**src/rtl/hazard_scoreboard.sv**
```systemverilog
// hazard_scoreboard: RAW-hazard detector for the ID stage of the pipelined core.
// A DEPTH-entry shift scoreboard holds the destination registers that are
// still in flight. Every ID-stage source is compared against all valid
// entries. The block drives the ID stall and counts stalled cycles.
// Optional feature macro: HAZARD_SCOREBOARD_FWD_EN. When it is defined,
// a forwarding network is assumed, and only a load-use on entry 0 stalls.
module hazard_scoreboard #(
    parameter int REG_W = 3,
    parameter int DEPTH = 4,
    parameter int NSRC  = 2,
    parameter int CNT_W = 16
) (
    input  logic                  clk,
    input  logic                  rst,
    input  logic                  issue_valid,
    input  logic                  issue_wr,
    input  logic [REG_W-1:0]      issue_rd,
    input  logic                  issue_ld,
    input  logic [NSRC-1:0]       rs_valid,
    input  logic [NSRC*REG_W-1:0] rs_addr,
    input  logic                  flush,
    output logic [NSRC-1:0]       hit,
    output logic                  stall,
    output logic [CNT_W-1:0]      stall_cnt
);

    // Scoreboard entries: entry 0 = ID/EX, entry DEPTH-1 = oldest.
    logic [DEPTH-1:0] sb_v;
    logic [REG_W-1:0] sb_rd [DEPTH];
    logic [DEPTH-1:0] sb_ld;

    // The counter stays at all-ones once it gets there.
    function automatic logic [CNT_W-1:0] sat_inc(input logic [CNT_W-1:0] c);
        return (&c) ? c : c + CNT_W'(1);
    endfunction

    // Per-source match against any valid entry. Duplicate matches collapse to one bit.
    always_comb begin
        hit = '0;
        for (int i = 0; i < NSRC; i++) begin
            for (int k = 0; k < DEPTH; k++) begin
                if (sb_v[k] && (sb_rd[k] == rs_addr[i*REG_W +: REG_W]))
                    hit[i] = rs_valid[i];
            end
        end
    end

`ifdef HAZARD_SCOREBOARD_FWD_EN
    logic ld_use;

    // Forwarding covers ALU results. Only a load still in ID/EX cannot be bypassed.
    always_comb begin
        ld_use = 1'b0;
        for (int i = 0; i < NSRC; i++) begin
            if (rs_valid[i] && sb_v[0] && sb_ld[0] &&
                (sb_rd[0] == rs_addr[i*REG_W +: REG_W]))
                ld_use = 1'b1;
        end
        stall = issue_valid & ~flush & ld_use;
    end
`else
    logic ld_unused;

    // Full interlock: any in-flight producer of a read source holds ID.
    always_comb begin
        stall     = issue_valid & (|hit) & ~flush;
        ld_unused = ^sb_ld;
    end
`endif

    // Valid bits shift every cycle. Flush or stall put a bubble into entry 0.
    always_ff @(posedge clk) begin
        if (rst) begin
            sb_v <= '0;
        end else begin
            for (int k = 1; k < DEPTH; k++)
                sb_v[k] <= sb_v[k-1];
            sb_v[0] <= (flush || stall) ? 1'b0 : (issue_valid & issue_wr);
        end
    end

    // Payload shifts unconditionally. A bubble's payload is ignored because its v is 0.
    always_ff @(posedge clk) begin
        for (int k = 1; k < DEPTH; k++) begin
            sb_rd[k] <= sb_rd[k-1];
            sb_ld[k] <= sb_ld[k-1];
        end
        sb_rd[0] <= issue_rd;
        sb_ld[0] <= issue_ld;
    end

    // Saturating count of stalled cycles. Only reset clears it.
    always_ff @(posedge clk) begin
        if (rst)
            stall_cnt <= '0;
        else if (stall)
            stall_cnt <= sat_inc(stall_cnt);
    end

endmodule

```
**config.mk**
```make
export PLATFORM = sky130hd
export DESIGN_NAME = hazard_scoreboard
export DESIGN_NICKNAME = d
export VERILOG_FILES = /design/src/rtl/hazard_scoreboard.sv
export SDC_FILE = /design/constraint.sdc
export NUM_CORES = 1
export LEC_CHECK = 0
export BUFFER_PORTS_ARGS = -buffer_cell sky130_fd_sc_hd__buf_2
export CELL_PAD_IN_SITES_DETAIL_PLACEMENT = 2
export CELL_PAD_IN_SITES_GLOBAL_PLACEMENT = 2
export CORE_MARGIN = 5
export CORE_UTILIZATION = 32
export CTS_CLUSTER_DIAMETER = 50
export DETAILED_ROUTE_END_ITERATION = 8
export PLACE_DENSITY_LB_ADDON = 0.1
export SKIP_LAST_GASP = 1
export SYNTH_ARGS = -nofsm -noshare
export SYNTH_HDL_FRONTEND = slang
export SYNTH_SLANG_ARGS = --single-unit
export TNS_END_PERCENT = 100
```
**constraint.sdc**
```tcl
create_clock -name clk -period 2.1 [get_ports clk]
set_input_delay 0.315 -clock clk [delete_from_list [all_inputs] [get_ports clk]]
set_output_delay 0.315 -clock clk [all_outputs]
set_load 0.05 [all_outputs]
```
### Word-level counts from Yosys, hierarchy flattened

Memories as Yosys holds them, arrays and structs flattened.
Cells that the tools add are included.

| storage, ports and cells | value |
|---|---|
| memories kept | 1 |
| bits in registers | 20 |
| logic and storage cells | 39 |
| output and inout bits | 19 |
| input bits | 17 |
| RAM bits | 12 |

| cells by class | value |
|---|---|
| reduce and logical (&&, ||, !) cells | 13 |
| bitwise gates (word level) | 5 |
| $add $sub $neg | 1 |
| equal/unequal tests | 8 |
| multiplexer cells | 8 |

Memories:

| name | depth | width | read ports | clocked after Yosys merged registers in | write ports | line | text |
|---|---|---|---|---|---|---|---|
| sb_rd | 4 | 3 | 4 | 0 | 4 | 29 | `logic [REG_W-1:0] sb_rd [DEPTH];` |

Operator list:

| cell | number |
|---|---|
| $eq A3 B3 Y1 | 8 |
| $add A16 B1 Y16 const B | 1 |
| $reduce_and A16 Y1 | 1 |
| $logic_and A1 B1 Y1 | 8 |
| $mux W1 | 8 |
| $reduce_or A2 Y1 | 2 |
| $and A1 B1 Y1 | 3 |
| $not A1 Y1 | 2 |
| $reduce_and A2 Y1 | 1 |
| $logic_or A1 B1 Y1 | 1 |

### Logic depth before layout (Yosys ltp)

Gate-level depths: netlist of the first run.

| logic depth | value |
|---|---|
| word-level depth | 11 |
| depth in mapped cells | 9 |
| gate-level depth less buffers | 8 |

### Worst setup path after synthesis of the first run

No wires, ideal clock.

| timing path | value |
|---|---|
| path kind | reg-to-reg |
| start | reg stall_cnt[6] |
| end | reg stall_cnt[8] |
| setup time | 0.123 ns |
| period minus slack after synthesis | 2.076 ns |
| arrival time | 1.953 ns |
| cell stages (with the launch flop) | 8 |
| path slack | 0.024 ns |
| buffers on the path | 0 |
| cells stage by stage | dfxtp_1 > and4_1 > nand3_1 > nor2_1 > a21o_1 > a21oi_4 > nand4_1 > mux2_1 |

| on the way | value |
|---|---|
| word-level cells in the longest chain between the ends | 3 |

RTL lines:

| element | line | text |
|---|---|---|
| start: declaration | 24 | `output logic [CNT_W-1:0] stall_cnt` |
| start signal: assignment | 97 | `stall_cnt <= sat_inc(stall_cnt);` |
| parallel branches: the longest is 3 deep, another holds $add A16 B1 Y16 | - |  |

Several ways; the timed one is not identified.
A chain may end at the register's enable or synchronous reset.

==> results of run 1 <==
==> critical path, cell delays in order, from the launching register on <==
cell and delay [ps]:
dfxtp_1 400, xnor2_1 150, nand4_1 120, nand2_1 120, o21ai_4 110, a21oi_1 190, buf_2 290
==> placed cells by master, fill, tap and decap left out, types with 2 or more instances in the layout <==
master / n
nand2b_1: 2
nor2b_1: 11
mux2_1: 6
o21ai_4: 2
nor3_1: 2
dfxtp_1: 32
a21oi_1: 6
buf_2: 34
inv_2: 2
xnor2_1: 27
nand2_1: 4
clkbuf_8: 7
nand3_1: 8
o21ai_0: 2
or3_1: 2
nand4_1: 13
and3_1: 4
nor2_1: 15
==> cell type report <==
type                            instances  area (um2)
Timing Repair Buffer                   34       170.2
Clock inverter                          1       30.03
Fill cell                             535        2836
Tap cell                               67       83.83
Clock buffer                            7       96.34
Multi-Input combinational cell        121       858.3
Inverter                                2       7.507
Sequential cell                        32       640.6
==> Yosys cell counts (2+ instances only) <==
master / number
a21oi_1: 6
and3_1: 4
buf_4: 3
clkbuf_1: 3
clkbuf_2: 2
dfxtp_1: 32
inv_2: 2
mux2_1: 6
nand2_1: 4
nand2b_1: 2
nand3_1: 8
nand4_1: 13
nor2_1: 16
nor2b_1: 11
nor3_1: 2
o21ai_0: 2
o21ai_4: 2
or3_1: 2
xnor2_1: 27
==> kinds of logic after synthesis <==
kind of cell	synth area share
buffers and inverters	0.04320
AND/OR/NAND/NOR	0.2296
adder cells (fa/ha/maj)	0.007999
AO/OA/AOI/OAI	0.09361
flip-flops	0.4096
XOR/XNOR	0.1568
multiplexers	0.05919
==> per-stage QoR <==
stage	worst slack (ps)	util	power [W]	area, um2
global placement	114.8	0.3722	0.0007374	1758
CTS	118.1	0.3989	0.001405	1884
finish	125.8	0.3995	0.001383	1887
detailed placement	57.12	0.3722	0.0007448	1758
floorplan	23.92	-	0.0007181	1564
global route	4.542	0.3995	0.001435	1887
==> routing by layer <==
metal / track usage / routed length [um] / vias to the layer above
met5: 0 / 0 / -
met2: 0.2136 / 1925 / 26
met1: 0.1844 / 2055 / 627
met4: 0.05574 / 68 / 0
li1: - / - / 629
met3: 0.03612 / 170 / 5
==> report_power, final <==
part,internal (W),switching [W]
clock network,0.000419,0.000236
registers,0.000620,0.0000139
logic,0.0000457,0.0000486
total,0.00108,0.000298
==> worst max-delay path by stage <==
stage | depth (start not counted) | from | to
finish | 6 | sb_rd[0][5]$_DFF_P_ | stall
global route | 6 | sb_rd[0][5]$_DFF_P_ | stall
CTS | 6 | sb_rd[0][5]$_DFF_P_ | stall
detailed placement | 9 | rs_addr[1] | stall_cnt[11]$_SDFFE_PP0P_
global placement | 9 | rs_addr[0] | stall_cnt[11]$_SDFFE_PP0P_
floorplan | 7 | stall_cnt[6]$_SDFFE_PP0P_ | stall_cnt[8]$_SDFFE_PP0P_
==> flip-flops by register name, summed over array words and instances (netlist names) <==
name       flops
stall_cnt     16
sb_rd         12
sb_v           4
==> what timing repair did <==
| item | 4_1_cts | 5_1_grt |
|---|---|---|
| setup endpoints to repair | 0 | 1 |
| gates resized for setup | 0 | 1 |
| hold endpoints to repair | 0 | 0 |
==> flow_metrics.py, run 1 <==
metrics = {
    "run_status": {
        "status": "finished clean",
    },
    "routing": {
        "wl_um": 4220,
        "vias": 1287,
        "avgRoutedWirePerCell_um": 15.98,
        "detail_route.first_pass.iterations": 6,
        "drt_iter0_drc": 37,
        "ant_nets": 0,
        "drc": 0,
        "via_per_inst": 4.875,
    },
    "yosys": {
        "ys_types": 37,
        "yosysWarningCount": 0,
        "synth_top_area_share": 0.4096,
        "syn_inst": 165,
        "yosysTopAreaCell": "dfxtp_1",
        "synth_edf_count": 0,
        "synth_nets": 183,
        "synth_area_mm2": 0.001564,
        "synth-main-ff-cell": "dfxtp_1",
        "async_flop_share": 0,
        "synth_seq_cells": 32,
        "seq_area_frac_synth": 0.4096,
        "avgSynthCellArea_um2": 9.479,
        "netlist_top_cells_area": "dfxtp_1 (41%), xnor2_1 (15%), nand4_1 (5.2%)",
    },
    "clocking": {
        "cts_buffers": 5,
        "clk_transition_reported_paths_ps": 60,
        "cts_num_sinks": 32,
        "cts.path.max_buffers": 2,
        "hold_buffers": 0,
        "htreeDepth": 2,
        "worstSkewPairLatency_ps": 290,
        "root_buffer": "clkbuf_8",
        "tritoncts": "done",
        "postCtsSetupBuffers": 0,
    },
    "grt": {
        "grt_pass1_wl_um": 6768,
        "antenna_found_initial": 0,
        "grtUsageTotal": 0.1392,
        "grt_max_degree": 29,
        "gr-total-overflow": 0,
        "grt_pass1_vias": 1330,
    },
    "cells_and_area": {
        "fin_nets": 214,
        "antenna_cells": 0,
        "final_cells": 264,
        "drive_above_1_share": 0.2640,
        "synthToLayoutAreaGrowth_pct": 20.64,
    },
    "critical_path": {
        "r2r-start": "stall_cnt[0]$_SDFFE_PP0P_",
        "r2r-end": "stall_cnt[5]$_SDFFE_PP0P_",
        "end_kind": "output pin",
        "path_max_fanout": 5,
        "critical_path_arrival_ps": 1660,
        "startpoint_type": "register",
        "ff2ff_setup_slack_ps": 160,
        "reg2reg_depth": 6,
        "worstSetupPathType": "register to output pin",
        "critPathRequiredTime_ps": 1780,
    },
    "timing": {
        "timing.fmax_ghz": 0.5065,
        "finalCritPeriodShare": 0.9401,
        "whs_ps": 134.7,
        "tightestPinTransition_ps": 515.8,
        "rsz0062_at_grt": "no",
        "setup_viol": 0,
        "hold_viol": 0,
        "skew_ps": 10.41,
        "drv_slew": 0,
        "max_slew_margin": 0.6561,
        "fin_tns_setup_ps": 0,
        "post-route-min-period_ps": 1974,
    },
    "floorplanning": {
        "core_mm2": 0.004723,
        "chipWidth_um": 79.91,
        "pin_count": 36,
        "die_h_um": 79.91,
        "die_area_mm2": 0.006386,
        "rows": 25,
        "start_util": 0.3311,
    },
    "hold_path": {
        "hp-class": "primary input to register",
        "hold_path.startpoint": "issue_rd[0]",
        "hold_end": "sb_rd[0][0]$_DFF_P_",
        "holdPathStages": 1,
    },
    "power_and_ir_drop": {
        "p_per_area_mw_per_mm2": 733.1,
        "leakagePower_nw": 0.7780,
        "ir_worst_vdd_mv": 0.4429,
    },
    "placement": {
        "port_buffers": 34,
        "hpwlAfterDp_um": 3196,
        "place_inst": 256,
        "gp_congestion": 0.7851,
    },
    "flow_run": {
        "cap_violations": 0,
    },
}
(Power assumes the default switching activity.)
==> run 2, diff against run 1 <==
--- a/config.mk
+++ b/config.mk
@@ -12,7 +12,7 @@
 export CORE_UTILIZATION = 32
 export CTS_CLUSTER_DIAMETER = 50
 export DETAILED_ROUTE_END_ITERATION = 8
-export PLACE_DENSITY_LB_ADDON = 0.1
+export PLACE_DENSITY = 0.75
 export SKIP_LAST_GASP = 1
 export SYNTH_ARGS = -nofsm -noshare
 export SYNTH_HDL_FRONTEND = slang
==> run 2 against run 1 <==
Effect of this change: critical path depth rose by 1; final area is 0.66% higher; sequential share of layout area shrank 0.22 points; combinational power increased by 1%; sequential cell count did not move; global-route usage is 2.1 points higher; worst hold slack worse by 14 ps; wire length up 8.9%; worst setup slack improved by 18 ps; critical endpoint is now stall_cnt[8]$_SDFFE_PP0P_; highest routed layer unchanged.
==> flow_metrics.py, run 2 (same netlist as run 1, synthesis figures left out) <==
metrics = {
    "hold_path": {
        "holdPathStages": 1,
        "hp-class": "primary input to register",
    },
    "grt": {
        "grt_pass1_vias": 1527,
        "grtUsageTotal": 0.1602,
        "gr-total-overflow": 0,
        "grt_max_degree": 29,
        "antenna_found_initial": 0,
        "grt_pass1_wl_um": 7845,
    },
    "routing": {
        "dr_wl_met3_um": 178,
        "avgRoutedWirePerCell_um": 17.28,
        "vias": 1321,
        "dr_wl_met2_um": 2339,
        "wl_um": 4597,
        "dr.max_layer_used": "met4",
        "drc": 0,
        "drt_iter0_drc": 19,
        "via_per_inst": 4.966,
        "ant_nets": 0,
        "detail_route.first_pass.iterations": 4,
        "wl_met1_um": 2019,
    },
    "critical_path": {
        "startpoint_type": "register",
        "end_kind": "register",
        "r2r-start": "stall_cnt[7]$_SDFFE_PP0P_",
        "ff2ff_setup_slack_ps": 140,
        "r2r-end": "stall_cnt[8]$_SDFFE_PP0P_",
        "worstSetupPathType": "register to register",
        "critical_path_arrival_ps": 2130,
        "critPathRequiredTime_ps": 2270,
        "crit_start": "stall_cnt[7]$_SDFFE_PP0P_",
        "crit_end": "stall_cnt[8]$_SDFFE_PP0P_",
        "reg2reg_depth": 7,
        "path_max_fanout": 10,
    },
    "clocking": {
        "tritoncts": "done",
        "htreeDepth": 2,
        "cts_num_sinks": 32,
        "cts_buffers": 5,
        "cts.path.max_buffers": 2,
        "hold_buffers": 0,
        "cts_resized": 0,
        "root_buffer": "clkbuf_8",
        "worstSkewPairLatency_ps": 290,
        "clk_transition_reported_paths_ps": 70,
        "postCtsSetupBuffers": 0,
    },
    "floorplanning": {
        "die_area_mm2": 0.006386,
        "start_util": 0.3311,
        "core_mm2": 0.004723,
        "pin_count": 36,
        "die_h_um": 79.91,
        "rows": 25,
        "chipWidth_um": 79.91,
    },
    "flow_run": {
        "cap_violations": 0,
    },
    "power_and_ir_drop": {
        "p_per_area_mw_per_mm2": 733.2,
        "ir_worst_vdd_mv": 0.2691,
        "power_w": 0.001393,
        "leakagePower_nw": 0.7877,
    },
    "placement": {
        "hpwlAfterDp_um": 3385,
        "port_buffers": 34,
        "gp_congestion": 0.7487,
    },
    "cells_and_area": {
        "drive_above_1_share": 0.2663,
        "fin_nets": 216,
        "largest_register_ffs": 16,
        "synthToLayoutAreaGrowth_pct": 21.44,
        "antenna_cells": 0,
        "final_cell_mix": "buf_2 (34), dfxtp_1 (32), xnor2_1 (27)",
        "fillers": 525,
        "top_register": "stall_cnt",
        "reg_top3": "stall_cnt x16, sb_rd x12, sb_v x4",
        "final_common_cell": "buf_2",
    },
    "timing": {
        "fin_tns_setup_ps": 0,
        "post-route-min-period_ps": 1956,
        "drv_slew": 0,
        "rsz0062_at_grt": "no",
        "finalCritPeriodShare": 0.9317,
        "timing.fmax_ghz": 0.5111,
        "setup_viol": 0,
        "skew_ps": 9.243,
        "whs_ps": 120.3,
        "tightestPinTransition_ps": 516.9,
        "hold_viol": 0,
        "max_slew_margin": 0.6554,
    },
    "run_status": {
        "status": "finished clean",
    },
}
==> run 2: cell types whose count changed in the layout (fill, tap and decap cells not counted) <==
cell    change
buf_4       +2
nor2_1      +1
nor2_2      -1
==> run 2: final cells by class <==
type / instances / area, um2 / area share
clock inverters: 1 / 30.03 / 0.01581
clock buffers: 7 / 96.34 / 0.05072
well taps: 67 / 83.83 / 0.04414
flip-flops and latches: 32 / 640.6 / 0.3373
inverters: 2 / 7.507 / 0.003953
multi-input cells: 121 / 855.8 / 0.4506
repair buffers: 36 / 185.2 / 0.09750
==> run 2: per-stage QoR <==
step | std cells | utilization | worst slack (ps) | cell area [um2]
CTS | 266 | 0.4021 | 120.9 | 1899
finish | 266 | 0.4021 | 143.5 | 1899
global route | 266 | 0.4021 | 9.013 | 1899
floorplan | 165 | - | 23.92 | 1564
global placement | 258 | 0.3754 | 173.4 | 1773
detailed placement | 258 | 0.3754 | 58.55 | 1773
==> run 2: report_power, final <==
part / internal, W / switching (W) / leakage, nW
sequential: 0.000620 / 0.0000138 / 0.262
combinational: 0.0000459 / 0.0000498 / 0.461
clock: 0.000419 / 0.000244 / 0.0645
==> run 2: worst min path at each step <==
stage | from | endpoint
CTS | issue_rd[2] | sb_rd[0][2]$_DFF_P_
finish | issue_rd[2] | sb_rd[0][2]$_DFF_P_
floorplan | issue_rd[0] | sb_rd[0][0]$_DFF_P_
global route | issue_rd[2] | sb_rd[0][2]$_DFF_P_
detailed placement | sb_rd[0][2]$_DFF_P_ | sb_rd[0][5]$_DFF_P_
global placement | sb_rd[0][0]$_DFF_P_ | sb_rd[0][3]$_DFF_P_
==> run 2: critical path, stage by stage, from the launching register on <==
cell and delay, ps:
dfxtp_1 430, and4_1 300, nand3_1 100, nor2_1 220, a21o_1 220, a21oi_4 90
nand4_1 140, mux2_1 340
==> run 2: routing by layer <==
| layer | vias to the layer above | track usage |
|---|---|---|
| li1 | 634 | - |
| met1 | 652 | 0.1881 |
| met2 | 26 | 0.2798 |
| met3 | 9 | 0.04740 |
| met4 | 0 | 0.04561 |
| met5 | - | 0 |
==> run 3, diff against run 2 <==
==> constraint.sdc (replaced) <==
create_clock -name clk -period 2.1 [get_ports clk]
set_input_delay 0.21 -clock clk [delete_from_list [all_inputs] [get_ports clk]]
set_output_delay 0.21 -clock clk [all_outputs]
set_load 0.05 [all_outputs]
==> run 3 against run 2 <==
Effect of this change: sequential share of layout area is 1.0 points higher; first-iteration DRC count is 37% higher; sequential power hardly changed; global-route usage is 1.2 points lower; critical endpoint is now stall_cnt[11]$_SDFFE_PP0P_; worst hold slack worse by 93 ps; non-clock buffer count is 1 lower; wire length is 6.6% lower; worst setup slack worse by 1.9 ps; via count is 3.0% lower.
==> flow_metrics.py, run 3 (same netlist as run 1, synthesis figures left out) <==
metrics = {
    "timing": {
        "post-route-min-period_ps": 1958,
        "setup_viol": 0,
        "whs_ps": 26.94,
        "tightestPinTransition_ps": 487.6,
        "rsz0062_at_grt": "no",
        "max_slew_margin": 0.6749,
        "finalCritPeriodShare": 0.9326,
        "drv_slew": 0,
        "timing.fmax_ghz": 0.5106,
        "skew_ps": 4.952,
        "hold_viol": 0,
        "fin_tns_setup_ps": 0,
    },
    "hold_path": {
        "hp-class": "primary input to register",
        "hold_path.startpoint": "issue_rd[1]",
    },
    "floorplanning": {
        "pin_count": 36,
        "chipWidth_um": 79.91,
        "rows": 25,
        "core_mm2": 0.004723,
        "die_h_um": 79.91,
        "die_area_mm2": 0.006386,
        "start_util": 0.3311,
    },
    "clocking": {
        "hold_buffers": 0,
        "cts_resized": 0,
        "cts_num_sinks": 32,
        "clk_transition_reported_paths_ps": 70,
        "root_buffer": "clkbuf_8",
        "tritoncts": "done",
        "cts_buffers": 5,
        "postCtsSetupBuffers": 0,
        "cts.path.max_buffers": 2,
        "worstSkewPairLatency_ps": 280,
        "htreeDepth": 2,
    },
    "critical_path": {
        "crit_start": "stall_cnt[0]$_SDFFE_PP0P_",
        "path_max_fanout": 8,
        "r2r-start": "stall_cnt[0]$_SDFFE_PP0P_",
        "worstSetupPathType": "register to register",
        "startpoint_type": "register",
        "end_kind": "register",
        "critPathRequiredTime_ps": 2280,
        "critical_path_arrival_ps": 2140,
    },
    "cells_and_area": {
        "finalInstanceArea_mm2": 0.001843,
        "fillers": 536,
        "final_cell_mix": "buf_2 (34), dfxtp_1 (32), xnor2_1 (27)",
        "multiInputGateArea_um2": 855.8,
        "synthToLayoutAreaGrowth_pct": 17.84,
        "top_register": "stall_cnt",
        "drive_above_1_share": 0.2538,
        "final_common_cell": "buf_2",
        "antenna_cells": 0,
        "fin_nets": 215,
        "reg_top3": "stall_cnt x16, sb_rd x12, sb_v x4",
        "regArea_um2": 640.6,
        "largest_register_ffs": 16,
    },
    "routing": {
        "vias": 1281,
        "drc": 0,
        "avgRoutedWirePerCell_um": 16.27,
        "via_per_inst": 4.852,
        "detail_route.first_pass.iterations": 4,
        "drt_iter0_drc": 26,
        "wl_um": 4295,
        "ant_nets": 0,
    },
    "placement": {
        "gp_congestion": 0.7427,
        "hpwlAfterDp_um": 3316,
        "port_buffers": 34,
        "placed_area_mm2": 0.001765,
    },
    "run_status": {
        "status": "finished clean",
    },
    "power_and_ir_drop": {
        "p_per_area_mw_per_mm2": 641.3,
        "power_w": 0.001182,
        "leakagePower_nw": 0.7601,
        "ir_worst_vdd_mv": 0.3329,
    },
    "grt": {
        "grtUsageTotal": 0.1484,
        "grt_pass1_vias": 1466,
        "gr-total-overflow": 0,
        "grt_pass1_wl_um": 7231,
        "grt_max_degree": 29,
        "antenna_found_initial": 0,
    },
    "flow_run": {
        "cap_violations": 0,
    },
}
[run 3: final timing paths]
kind / slack (ps) / depth (start not counted) / end
hold / removal: 30 / 1 / sb_rd[0][1]$_DFF_P_
setup / recovery: 140 / 6 / stall_cnt[11]$_SDFFE_PP0P_
hold reg to reg: 390 / 0 / sb_rd[0][3]$_DFF_P_
setup reg to reg: 140 / 6 / stall_cnt[11]$_SDFFE_PP0P_
[run 3: cell type report]
type                       count  area share
multi-input combinational    121      0.4644
sequential                    32      0.3476
timing repair buffer          35     0.09640
tap                           67     0.04549
clock buffer                   6     0.03938
inverter                       2    0.004073
clock inverter                 1    0.002716
[run 3: layer usage]
layer	wire length, um	vias to the layer above	track usage
met5	0	-	0
met4	62	0	0.05068
met3	159	7	0.03725
met2	2094	24	0.2541
met1	1978	618	0.1791
li1	-	632	-
[run 3: per-stage QoR]
step	utilization	cells	setup slack [ps]
after floorplan	-	165	23.92
after global placement	0.3738	257	220.7
after detailed placement	0.3738	257	142.6
after CTS	0.3902	264	135.2
after global routing	0.3902	264	44.41
final	0.3902	264	141.6
[run 3: worst max-delay path: stages, from the launching register on]
cell and delay, ps:
dfxtp_1 360, ha_1 260, and3_4 220, a21oi_1 210
o21ai_2 160, nor3_1 310, mux2_4 330
[run 3: power breakdown]
part | total [W] | internal, W | leakage (nW) | switching, W
sequential | 0.000635 | 0.000621 | 0.262 | 0.0000139
combinational | 0.0000962 | 0.0000458 | 0.457 | 0.0000504
clock | 0.000451 | 0.000225 | 0.0410 | 0.000226
